File: config.mk
export PLATFORM = sky130hd
export DESIGN_NAME = branch_predictor_flat
export DESIGN_NICKNAME = d
export VERILOG_FILES = /design/src/rtl/branch_predictor_pkg.sv /design/src/rtl/branch_predictor_if.sv /design/src/rtl/branch_predictor_bht_btb_table.sv /design/src/rtl/branch_predictor.sv /design/src/flat_wrapper.sv
export SDC_FILE = /design/constraint.sdc
export NUM_CORES = 2
export LEC_CHECK = 0
export CAP_MARGIN = 20
export CELL_PAD_IN_SITES_DETAIL_PLACEMENT = 1
export CELL_PAD_IN_SITES_GLOBAL_PLACEMENT = 1
export CORE_ASPECT_RATIO = 0.8
export CORE_MARGIN = 1.5
export CORE_UTILIZATION = 35
export DETAILED_ROUTE_END_ITERATION = 10
export MAX_ROUTING_LAYER = met4
export PLACE_DENSITY_LB_ADDON = 0.25
export SLEW_MARGIN = 40
export SYNTH_ARGS = -nofsm -noshare
export SYNTH_HDL_FRONTEND = slang
export SYNTH_SLANG_ARGS = --single-unit
File: constraint.sdc
create_clock -name CLK -period 20.3 [get_ports CLK]
set_clock_uncertainty 0.1 [all_clocks]
set_input_delay 4.06 -clock CLK [delete_from_list [all_inputs] [get_ports CLK]]
set_output_delay 4.06 -clock CLK [all_outputs]
set_load 0.005 [all_outputs]
File: src/rtl/branch_predictor_pkg.sv
// Shared definitions for the branch predictor: counter encoding, reset
// values, default geometry and the 2-bit saturating counter update.
package branch_predictor_pkg;

   // Default table geometry: 2^6 = 64 entries, indexed by word address.
   localparam int PKG_INDEX_BITS = 6;

   // Byte distance from a branch to its not-taken fall-through (the
   // instruction after the delay slot).
   localparam logic [31:0] DELAY_SLOT_DEFAULT = 32'd8;

   // 2-bit counter encoding: the MSB is the taken/not-taken prediction.
   typedef enum logic [1:0] {
      CNT_STRONG_NT = 2'b00,
      CNT_WEAK_NT   = 2'b01,
      CNT_WEAK_T    = 2'b10,
      CNT_STRONG_T  = 2'b11
   } bht_cnt_e;

   // Counters come out of reset weakly not-taken.
   localparam logic [1:0] BHT_RESET = 2'b01;

   // Saturating increment on taken, saturating decrement on not-taken.
   function automatic logic [1:0] sat_update(input logic [1:0] cnt, input logic taken);
      logic [1:0] res;
      res = cnt;
      if (taken) begin
         if (cnt != 2'b11) res = cnt + 2'd1;
      end else begin
         if (cnt != 2'b00) res = cnt - 2'd1;
      end
      return res;
   endfunction

endpackage

File: src/rtl/branch_predictor_if.sv
// Fetch/resolve bundle between the pipeline and the branch predictor.
// The slave modport is the predictor; the master modport is the pipeline.
interface branch_predictor_if;

   // Fetch side
   logic        FLUSH;
   logic        Stall_IN;
   logic [31:0] Fetch_PC_IN;
   logic        Predict_Taken;
   logic [31:0] Predict_Target;
   logic        Branch_prediction_OUT;
   logic [31:0] Branch_prediction_addr_OUT;
   logic [1:0]  Branch_predictions_OUT;

   // Resolve side
   logic        Resolve_Valid_IN;
   logic [31:0] Resolve_PC_IN;
   logic        Request_Alt_PC;
   logic [31:0] Alt_PC;
   logic        Branch_prediction_IN;
   logic [31:0] Branch_prediction_addr_IN;
   logic [1:0]  Branch_predictions_IN;
   logic        Mispredict_OUT;
   logic [31:0] Redirect_PC_OUT;
   logic [31:0] Branch_count_OUT;
   logic [31:0] Mispredict_count_OUT;

   modport slave (
      input  FLUSH, Stall_IN, Fetch_PC_IN,
      output Predict_Taken, Predict_Target,
      output Branch_prediction_OUT, Branch_prediction_addr_OUT, Branch_predictions_OUT,
      input  Resolve_Valid_IN, Resolve_PC_IN, Request_Alt_PC, Alt_PC,
      input  Branch_prediction_IN, Branch_prediction_addr_IN, Branch_predictions_IN,
      output Mispredict_OUT, Redirect_PC_OUT, Branch_count_OUT, Mispredict_count_OUT
   );

   modport master (
      output FLUSH, Stall_IN, Fetch_PC_IN,
      input  Predict_Taken, Predict_Target,
      input  Branch_prediction_OUT, Branch_prediction_addr_OUT, Branch_predictions_OUT,
      output Resolve_Valid_IN, Resolve_PC_IN, Request_Alt_PC, Alt_PC,
      output Branch_prediction_IN, Branch_prediction_addr_IN, Branch_predictions_IN,
      input  Mispredict_OUT, Redirect_PC_OUT, Branch_count_OUT, Mispredict_count_OUT
   );

endinterface

File: src/rtl/branch_predictor_bht_btb_table.sv
// Direct-mapped BTB (valid/tag/target) plus 2-bit BHT. One asynchronous
// read port for fetch lookup and one write port for branch resolution.
// Valid bits and counters are cleared by reset, so the arrays are flops.
module bht_btb_table
   import branch_predictor_pkg::*;
#(
   parameter int INDEX_BITS = PKG_INDEX_BITS,
   parameter int TAG_BITS   = 30 - INDEX_BITS
) (
   input  logic                  clk_i,
   input  logic                  rst_i,
   // fetch lookup
   input  logic [INDEX_BITS-1:0] rd_idx_i,
   output logic                  rd_valid_o,
   output logic [TAG_BITS-1:0]   rd_tag_o,
   output logic [31:0]           rd_target_o,
   output logic [1:0]            rd_cnt_o,
   // resolve update
   input  logic                  wr_en_i,
   input  logic [INDEX_BITS-1:0] wr_idx_i,
   input  logic [1:0]            wr_cnt_i,
   input  logic                  wr_btb_en_i,
   input  logic [TAG_BITS-1:0]   wr_tag_i,
   input  logic [31:0]           wr_target_i
);

   localparam int ENTRIES = 1 << INDEX_BITS;

   logic                valid_q  [ENTRIES];
   logic [1:0]          bht_q    [ENTRIES];
   logic [TAG_BITS-1:0] tag_q    [ENTRIES];
   logic [31:0]         target_q [ENTRIES];

   // Lookup reads the pre-update state; a write lands at the next edge.
   assign rd_valid_o  = valid_q[rd_idx_i];
   assign rd_tag_o    = tag_q[rd_idx_i];
   assign rd_target_o = target_q[rd_idx_i];
   assign rd_cnt_o    = bht_q[rd_idx_i];

   // Valid bits and counters: reset-clear, then written on resolve.
   always_ff @(posedge clk_i) begin
      if (rst_i) begin
         for (int i = 0; i < ENTRIES; i++) begin
            valid_q[i] <= 1'b0;
            bht_q[i]   <= BHT_RESET;
         end
      end else if (wr_en_i) begin
         bht_q[wr_idx_i] <= wr_cnt_i;
         if (wr_btb_en_i) valid_q[wr_idx_i] <= 1'b1;
      end
   end

   // Tag/target payload needs no reset: it is qualified by the valid bit.
   always_ff @(posedge clk_i) begin
      if (wr_en_i && wr_btb_en_i) begin
         tag_q[wr_idx_i]    <= wr_tag_i;
         target_q[wr_idx_i] <= wr_target_i;
      end
   end

endmodule

File: src/rtl/branch_predictor.sv
// Branch predictor top: fetch-side lookup with registered IF/ID prediction
// fields, and resolve-side table update, mispredict detection, redirect
// and statistics counters.
module branch_predictor
   import branch_predictor_pkg::*;
#(
   parameter int          INDEX_BITS = PKG_INDEX_BITS,
   parameter logic [31:0] DELAY_SLOT = DELAY_SLOT_DEFAULT
) (
   input  logic                CLK,
   input  logic                RESET,
   branch_predictor_if.slave   bp
);

   localparam int TAG_BITS = 30 - INDEX_BITS;

   // Lookup side
   logic [INDEX_BITS-1:0] fetch_idx;
   logic [TAG_BITS-1:0]   fetch_tag;
   logic                  rd_valid;
   logic [TAG_BITS-1:0]   rd_tag;
   logic [31:0]           rd_target;
   logic [1:0]            rd_cnt;
   logic                  hit;
   logic                  pred_taken;
   logic [31:0]           pred_target;

   // Resolve side
   logic                  resolve_accept;
   logic [INDEX_BITS-1:0] res_idx;
   logic [TAG_BITS-1:0]   res_tag;
   logic [1:0]            res_cnt;
   logic [31:0]           actual_pc;
   logic                  mispredict;

   // Registered state
   logic        pred_taken_q,  pred_taken_d;
   logic [31:0] pred_target_q, pred_target_d;
   logic [1:0]  pred_cnt_q,    pred_cnt_d;
   logic        mispredict_q,  mispredict_d;
   logic [31:0] redirect_q,    redirect_d;
   logic [31:0] branch_cnt_q,  branch_cnt_d;
   logic [31:0] mispred_cnt_q, mispred_cnt_d;

   assign fetch_idx = bp.Fetch_PC_IN[INDEX_BITS+1:2];
   assign fetch_tag = bp.Fetch_PC_IN[31:INDEX_BITS+2];
   assign res_idx   = bp.Resolve_PC_IN[INDEX_BITS+1:2];
   assign res_tag   = bp.Resolve_PC_IN[31:INDEX_BITS+2];

   bht_btb_table #(
      .INDEX_BITS (INDEX_BITS),
      .TAG_BITS   (TAG_BITS)
   ) u_table (
      .clk_i       (CLK),
      .rst_i       (RESET),
      .rd_idx_i    (fetch_idx),
      .rd_valid_o  (rd_valid),
      .rd_tag_o    (rd_tag),
      .rd_target_o (rd_target),
      .rd_cnt_o    (rd_cnt),
      .wr_en_i     (resolve_accept),
      .wr_idx_i    (res_idx),
      .wr_cnt_i    (res_cnt),
      .wr_btb_en_i (bp.Request_Alt_PC),
      .wr_tag_i    (res_tag),
      .wr_target_i (bp.Alt_PC)
   );

   // Fetch lookup: predict taken only on a tag hit with a taken counter.
   always_comb begin
      hit         = rd_valid && (rd_tag == fetch_tag);
      pred_taken  = hit && rd_cnt[1];
      pred_target = pred_taken ? rd_target : (bp.Fetch_PC_IN + 32'd4);
   end

   // Resolve: a resolve arriving while a redirect is in flight is wrong-path.
   always_comb begin
      resolve_accept = bp.Resolve_Valid_IN && !mispredict_q;
      res_cnt        = sat_update(bp.Branch_predictions_IN, bp.Request_Alt_PC);
      actual_pc      = bp.Request_Alt_PC ? bp.Alt_PC : (bp.Resolve_PC_IN + DELAY_SLOT);
      mispredict     = (bp.Branch_prediction_IN != bp.Request_Alt_PC) ||
                       (bp.Branch_prediction_IN && bp.Request_Alt_PC &&
                        (bp.Branch_prediction_addr_IN != bp.Alt_PC));
   end

   // Next-state for IF/ID prediction fields and resolve bookkeeping.
   always_comb begin
      pred_taken_d  = pred_taken_q;
      pred_target_d = pred_target_q;
      pred_cnt_d    = pred_cnt_q;
      if (bp.FLUSH || mispredict_q) begin
         pred_taken_d  = 1'b0;
         pred_target_d = 32'd0;
         pred_cnt_d    = 2'b00;
      end else if (!bp.Stall_IN) begin
         pred_taken_d  = pred_taken;
         pred_target_d = pred_target;
         pred_cnt_d    = rd_cnt;
      end

      mispredict_d  = resolve_accept && mispredict;
      redirect_d    = (resolve_accept && mispredict) ? actual_pc : redirect_q;
      branch_cnt_d  = branch_cnt_q + {31'd0, resolve_accept};
      mispred_cnt_d = mispred_cnt_q + {31'd0, resolve_accept && mispredict};
   end

   // State registers; reset overrides everything.
   always_ff @(posedge CLK) begin
      if (RESET) begin
         pred_taken_q  <= 1'b0;
         pred_target_q <= 32'd0;
         pred_cnt_q    <= 2'b00;
         mispredict_q  <= 1'b0;
         redirect_q    <= 32'd0;
         branch_cnt_q  <= 32'd0;
         mispred_cnt_q <= 32'd0;
      end else begin
         pred_taken_q  <= pred_taken_d;
         pred_target_q <= pred_target_d;
         pred_cnt_q    <= pred_cnt_d;
         mispredict_q  <= mispredict_d;
         redirect_q    <= redirect_d;
         branch_cnt_q  <= branch_cnt_d;
         mispred_cnt_q <= mispred_cnt_d;
      end
   end

   assign bp.Predict_Taken              = pred_taken;
   assign bp.Predict_Target             = pred_target;
   assign bp.Branch_prediction_OUT      = pred_taken_q;
   assign bp.Branch_prediction_addr_OUT = pred_target_q;
   assign bp.Branch_predictions_OUT     = pred_cnt_q;
   assign bp.Mispredict_OUT             = mispredict_q;
   assign bp.Redirect_PC_OUT            = redirect_q;
   assign bp.Branch_count_OUT           = branch_cnt_q;
   assign bp.Mispredict_count_OUT       = mispred_cnt_q;

endmodule

File: src/flat_wrapper.sv
// flat-port wrapper written by rule: the top's interface ports become plain ports
module branch_predictor_flat import branch_predictor_pkg::*;
#(
   parameter int          INDEX_BITS = PKG_INDEX_BITS,
   parameter logic [31:0] DELAY_SLOT = DELAY_SLOT_DEFAULT
)
  (CLK, RESET, bp_FLUSH, bp_Stall_IN, bp_Fetch_PC_IN, bp_Predict_Taken, bp_Predict_Target, bp_Branch_prediction_OUT, bp_Branch_prediction_addr_OUT, bp_Branch_predictions_OUT, bp_Resolve_Valid_IN, bp_Resolve_PC_IN, bp_Request_Alt_PC, bp_Alt_PC, bp_Branch_prediction_IN, bp_Branch_prediction_addr_IN, bp_Branch_predictions_IN, bp_Mispredict_OUT, bp_Redirect_PC_OUT, bp_Branch_count_OUT, bp_Mispredict_count_OUT);
  branch_predictor_if bp_i ();
  input  logic CLK;
  input  logic RESET;
  input wire logic [$bits(bp_i.FLUSH)-1:0] bp_FLUSH;
  input wire logic [$bits(bp_i.Stall_IN)-1:0] bp_Stall_IN;
  input wire logic [$bits(bp_i.Fetch_PC_IN)-1:0] bp_Fetch_PC_IN;
  output wire logic [$bits(bp_i.Predict_Taken)-1:0] bp_Predict_Taken;
  output wire logic [$bits(bp_i.Predict_Target)-1:0] bp_Predict_Target;
  output wire logic [$bits(bp_i.Branch_prediction_OUT)-1:0] bp_Branch_prediction_OUT;
  output wire logic [$bits(bp_i.Branch_prediction_addr_OUT)-1:0] bp_Branch_prediction_addr_OUT;
  output wire logic [$bits(bp_i.Branch_predictions_OUT)-1:0] bp_Branch_predictions_OUT;
  input wire logic [$bits(bp_i.Resolve_Valid_IN)-1:0] bp_Resolve_Valid_IN;
  input wire logic [$bits(bp_i.Resolve_PC_IN)-1:0] bp_Resolve_PC_IN;
  input wire logic [$bits(bp_i.Request_Alt_PC)-1:0] bp_Request_Alt_PC;
  input wire logic [$bits(bp_i.Alt_PC)-1:0] bp_Alt_PC;
  input wire logic [$bits(bp_i.Branch_prediction_IN)-1:0] bp_Branch_prediction_IN;
  input wire logic [$bits(bp_i.Branch_prediction_addr_IN)-1:0] bp_Branch_prediction_addr_IN;
  input wire logic [$bits(bp_i.Branch_predictions_IN)-1:0] bp_Branch_predictions_IN;
  output wire logic [$bits(bp_i.Mispredict_OUT)-1:0] bp_Mispredict_OUT;
  output wire logic [$bits(bp_i.Redirect_PC_OUT)-1:0] bp_Redirect_PC_OUT;
  output wire logic [$bits(bp_i.Branch_count_OUT)-1:0] bp_Branch_count_OUT;
  output wire logic [$bits(bp_i.Mispredict_count_OUT)-1:0] bp_Mispredict_count_OUT;
  assign bp_i.FLUSH = bp_FLUSH;
  assign bp_i.Stall_IN = bp_Stall_IN;
  assign bp_i.Fetch_PC_IN = bp_Fetch_PC_IN;
  assign bp_Predict_Taken = bp_i.Predict_Taken;
  assign bp_Predict_Target = bp_i.Predict_Target;
  assign bp_Branch_prediction_OUT = bp_i.Branch_prediction_OUT;
  assign bp_Branch_prediction_addr_OUT = bp_i.Branch_prediction_addr_OUT;
  assign bp_Branch_predictions_OUT = bp_i.Branch_predictions_OUT;
  assign bp_i.Resolve_Valid_IN = bp_Resolve_Valid_IN;
  assign bp_i.Resolve_PC_IN = bp_Resolve_PC_IN;
  assign bp_i.Request_Alt_PC = bp_Request_Alt_PC;
  assign bp_i.Alt_PC = bp_Alt_PC;
  assign bp_i.Branch_prediction_IN = bp_Branch_prediction_IN;
  assign bp_i.Branch_prediction_addr_IN = bp_Branch_prediction_addr_IN;
  assign bp_i.Branch_predictions_IN = bp_Branch_predictions_IN;
  assign bp_Mispredict_OUT = bp_i.Mispredict_OUT;
  assign bp_Redirect_PC_OUT = bp_i.Redirect_PC_OUT;
  assign bp_Branch_count_OUT = bp_i.Branch_count_OUT;
  assign bp_Mispredict_count_OUT = bp_i.Mispredict_count_OUT;
  branch_predictor #(.INDEX_BITS(INDEX_BITS), .DELAY_SLOT(DELAY_SLOT)) u_core (.CLK(CLK), .RESET(RESET), .bp(bp_i));
endmodule
==> summary.md <==
| Metric | Value |
|---|---|
| Relative contribution of combinational cells to total power | `around 5.9%` |
| Clock period minus final worst setup slack | `between 10 and 15 ns` |
| Cells taking the most area after synthesis | `sky130_fd_sc_hd__edfxtp_1 73%, sky130_fd_sc_hd__mux4_2 15%, sky130_fd_sc_hd__dfxtp_1 2.6%, sky130_fd_sc_hd__mux2i_1 1.3%, sky130_fd_sc_hd__nor2_1 1.1%` |
| Clock latency of the later-clocked register in the worst-skew pair | `1.03 ns` |
| Placement row count | `217` |
| DRC violations left | `0` |
| Sinks on Clock Net | `approximately 3900` |
| Post-synthesis net count | `7537` |
| Post-detailed-routing wire length | `553000 um` |
| Crit path max-delay cell type | `sky130_fd_sc_hd__and4_4` |
| Fin Setup TNS | `0 ns` |
| Classification of the worst setup path | `input port to primary output` |
| Post-Synthesis Mean Instance Area | `approximately 21 um^2` |
| Total stage count of the critical path | `17` |
| Worst min path class | `flop to flop` |
| Buf+Inv Stages, Crit Path | `7` |
| Share of flip-flops with an asynchronous set or reset after synthesis | `0%` |
| Hold bufs inserted after CTS | `0` |
| Cells resized by post-CTS repair | `0` |
| Post-synth top area share | `72.7%` |
| Cell Pwr Density | `95.9 nW/um^2` |
| Switching power of the nets | `just under 0.004 W` |
| Gr usage total | `about a quarter` |
| Post-CTS Repair Setup Buffers | `0` |
| Number of top-level pins | `a little over 300` |
| Number of nets with antenna violations after routing | `0` |
| Fraction of the yosys area taken by sequential cells | `75.2%` |
| Synthesized netlist cell count | `~7400` |
| M3 GR Usage | `4.47%` |
| Cell type with the highest aggregate area in the netlist | `sky130_fd_sc_hd__edfxtp_1` |
| Worst setup endpoint | `bp_Predict_Target[5]` |
| Result of the run | `finished, final reports clean` |
| Layout-stage area growth over the synthesis result | `16.1%` |
| Total congestion overflow after global routing | `0` |
| Gp weighted congestion | `0.885` |
| Clock input transition at the sequential cells of the worst setup and hold paths | `0.06 ns` |
| Count of distinct cell types in the synthesized netlist | `79` |
| Final count of pins violating max slew | `0` |
| Worst-path cell chain | `buf_16 > buf_12 > buf_12 > buf_16 > buf_16 > mux2_2 > a221oi_1 > o211ai_1 > nand4_1 > xor2_1 > nand4_1 > nor4b_1 > and4_4 > buf_12 > nor2_1 > nor2_1 > clkdlybuf4s50_1` |
| Final worst-path setup slack | `5.85 ns` |
| Arrival time of data at the critical path endpoint | `just over 10 ns` |
| Vias in the first global route | `83406` |
| Hold Startpoint | `u_core.u_table.valid_q[63]` |
| Max-cap violations | `0` |
| Largest net degree at the start of global routing | `114` |
| Maximum clock path buffer count | `4` |
| Slack of the worst reg-to-reg path | `15.41 ns` |
| Number of endpoints failing setup at the final stage | `0` |
| Origin of the worst setup path | `bp_Fetch_PC_IN[2]` |
| Netlist Area Pre-Place | `153000 um^2` |
| Category of the worst setup path capture point | `primary output` |
| Internal power | `around 0.013 W` |
| Worst slack at placement | `5.87 ns` |
| Number of vias per cell | `between 5 and 6` |
| CP required | `16.14 ns` |
| Worst reg2reg startpoint | `u_core.bp.Mispredict_OUT` |
| Crit share post-route | `a little under three quarters` |
| Number of buffers created by CTS | `~400` |
| Clock tree from TritonCTS | `done` |
| Global-route met1 utilization | `35.9%` |
| Proportion of total power due to net switching | `22.6%` |
| Layout Cell Area excl Fill | `178000 um^2` |
| Final-report hold violation count | `0` |
| Worst slew slack as a fraction of its limit | `19.1%` |
| Final core utilization | `40.8%` |
| R2r worst-path depth | `7` |
| Initial DRC Count | `12967` |
| Crit path max fanout | `86` |
| Sequential share of power | `roughly 52%` |
| GR peak layer | `met2` |
| H-Tree Level Count | `5` |
| Half-perimeter wire length of the detailed placement result | `317000 um` |
| Startpoint Class | `input port` |
| Die boundary width | `743 um` |
| Routed wire length per instance | `39.1 um` |
| Starting density of the core | `35.1%` |
| Port buffer count | `301` |
| Placed inst area | `165000 um^2` |
| 1st-pass router iterations | `5` |
| Worst r2r dst | `u_core.u_table.tag_q[48][18]` |
| Unrepaired setup endpoints after global routing | `no` |
| Number of enable-type register cells in the synthesized netlist | `3712` |
| Number of vias in the routed layout | `roughly 84000` |
| Most used flip-flop cell after synthesis | `sky130_fd_sc_hd__edfxtp_1` |
| Crit-path max cell delay | `0.59 ns` |
| Total number of nets in the final design | `8135` |
| F_max | `69.2 MHz` |
| Share of layout cells above drive strength 1 | `26.4%` |
| Core region area | `437000 um^2` |
| Slew at the pin closest to its max-slew limit | `1.21 ns` |
| Die area | `442000 um^2` |
| Pleak | `~55 nW` |
| Warning count from the yosys run | `0` |
| Family of cells with the greatest summed delay on the critical path | `buffers and inverters` |
| Flip-flop and latch count after synthesis | `between 3000 and 4000` |
| Clock tree root driver cell | `sky130_fd_sc_hd__clkbuf_16` |
| Fraction of power consumed by the clock network | `42.3%` |
| Antenna violations before repair | `between 50 and 60` |
| Floorplan die height | `595 um` |
| Worst voltage drop across the vdd grid | `0.0712 mV` |
| Met2 GRT Util | `37.2%` |
| Wire length of the first global-routing pass | `741000 um` |
## power by group through the flow
stage                     Combinational (W)  Sequential, W  Clock (W)
after floorplan                    0.000494        0.00903          0
after global placement             0.000985        0.00903          0
after CTS                           0.00101        0.00886    0.00731
final                               0.00101        0.00886    0.00722
after detailed placement            0.00101        0.00903          0
after global routing                0.00105        0.00886    0.00756
## Yosys cell counts (all sizes together) (30+ instances only)
cell type	instances
edfxtp	3712
mux4	1040
nor2	436
buf	218
clkbuf	218
dfxtp	196
mux2i	192
nand2	187
nand3	177
nor3	89
xnor2	77
o21ai	71
nand4	70
xor2	68
a22oi	54
mux2	49
a21oi	47
o21bai	41
nand3b	34
nor2b	30
## flip-flops by register name, indices dropped and copies added, names as in the netlist
signal and count:
u_core.bp.Branch_count_OUT 32, u_core.bp.Branch_prediction_OUT 1, u_core.bp.Branch_prediction_addr_OUT 32, u_core.bp.Branch_predictions_OUT 2, u_core.bp.Mispredict_OUT 1, u_core.bp.Mispredict_count_OUT 32, u_core.bp.Redirect_PC_OUT 32, u_core.u_table.bht_q 128
u_core.u_table.tag_q 1536, u_core.u_table.target_q 2048, u_core.u_table.valid_q 64
## per-layer routing
layer	wire length (um)	part of all wire, %
met2	249000	45
met5	0	0
met3	53700	9.7
met1	230000	42
met4	19700	3.6
## area by class of cell
type                    instances  area [um^2]
fillers                     41376       258000
flip-flops and latches       3908       115000
well taps                    5803         7260
clock buffers                 520        10700
clock inverters               204         1820
diodes                         26         65.1
inverters                      25          106
multi-input cells            3021        36600
repair buffers                635         6280
## per-stage QoR
| step | hold WS, ns | std cells | total power, W |
|---|---|---|---|
| floorplan | 0.335 | 7390 | 0.00952 |
| global placement | 0.342 | 13350 | 0.0100 |
| detailed placement | 0.355 | 13383 | 0.0100 |
| CTS | 0.370 | 14107 | 0.0172 |
| global route | 0.389 | 14128 | 0.0175 |
| finish | 0.365 | 14142 | 0.0171 |
## how the worst min path moves through the flow
stage | end | slack [ns] | cells past startpoint
floorplan | u_core.u_table.valid_q[14] | 0.33 | 2
global placement | u_core.u_table.valid_q[32] | 0.34 | 2
detailed placement | u_core.u_table.valid_q[2] | 0.36 | 2
CTS | u_core.u_table.valid_q[63] | 0.37 | 2
global route | u_core.u_table.valid_q[62] | 0.39 | 2
finish | u_core.u_table.valid_q[63] | 0.37 | 2
## cells by family (layout without fill, tap and decap cells)
group,after synthesis,after routing,share of synthesized area [%]
and+or+nand+nor,1167,1167,3.60
DFF,3908,3908,75.2
buffers and inverters,461,1384,1.45
AOI/OAI and AO/OA,417,417,1.94
muxes,1281,1281,16.9
xor gates and xnor gates,145,145,0.828
adders and majority gates,11,11,0.0881
other,0,26,0
## cell usage in the layout (no fill, tap or decap), types with 49 or more instances in the layout
master / instances
sky130_fd_sc_hd__clkinv_1: 79
sky130_fd_sc_hd__edfxtp_1: 3712
sky130_fd_sc_hd__mux2_2: 49
sky130_fd_sc_hd__mux4_2: 1040
sky130_fd_sc_hd__clkinv_2: 66
sky130_fd_sc_hd__clkbuf_1: 104
sky130_fd_sc_hd__clkbuf_16: 403
sky130_fd_sc_hd__nor2_1: 366
sky130_fd_sc_hd__dfxtp_1: 196
sky130_fd_sc_hd__xnor2_1: 71
sky130_fd_sc_hd__buf_4: 213
sky130_fd_sc_hd__buf_2: 54
sky130_fd_sc_hd__a22oi_1: 54
sky130_fd_sc_hd__nand4_1: 70
sky130_fd_sc_hd__mux2i_1: 189
sky130_fd_sc_hd__nor2_4: 65
sky130_fd_sc_hd__o21ai_0: 61
sky130_fd_sc_hd__xor2_1: 64
sky130_fd_sc_hd__nor3_1: 87
sky130_fd_sc_hd__clkdlybuf4s50_1: 235
sky130_fd_sc_hd__nand2_1: 183
sky130_fd_sc_hd__buf_6: 72
sky130_fd_sc_hd__nand3_1: 174
## worst register-to-register path, delay by kind of cell (launching register included)
| family | cells | cell delay [ns] |
|---|---|---|
| buf+inv | 3 | 1.71 |
| flops | 1 | 0.49 |
| simple gates | 4 | 2.16 |
(Power assumes the default switching activity.)
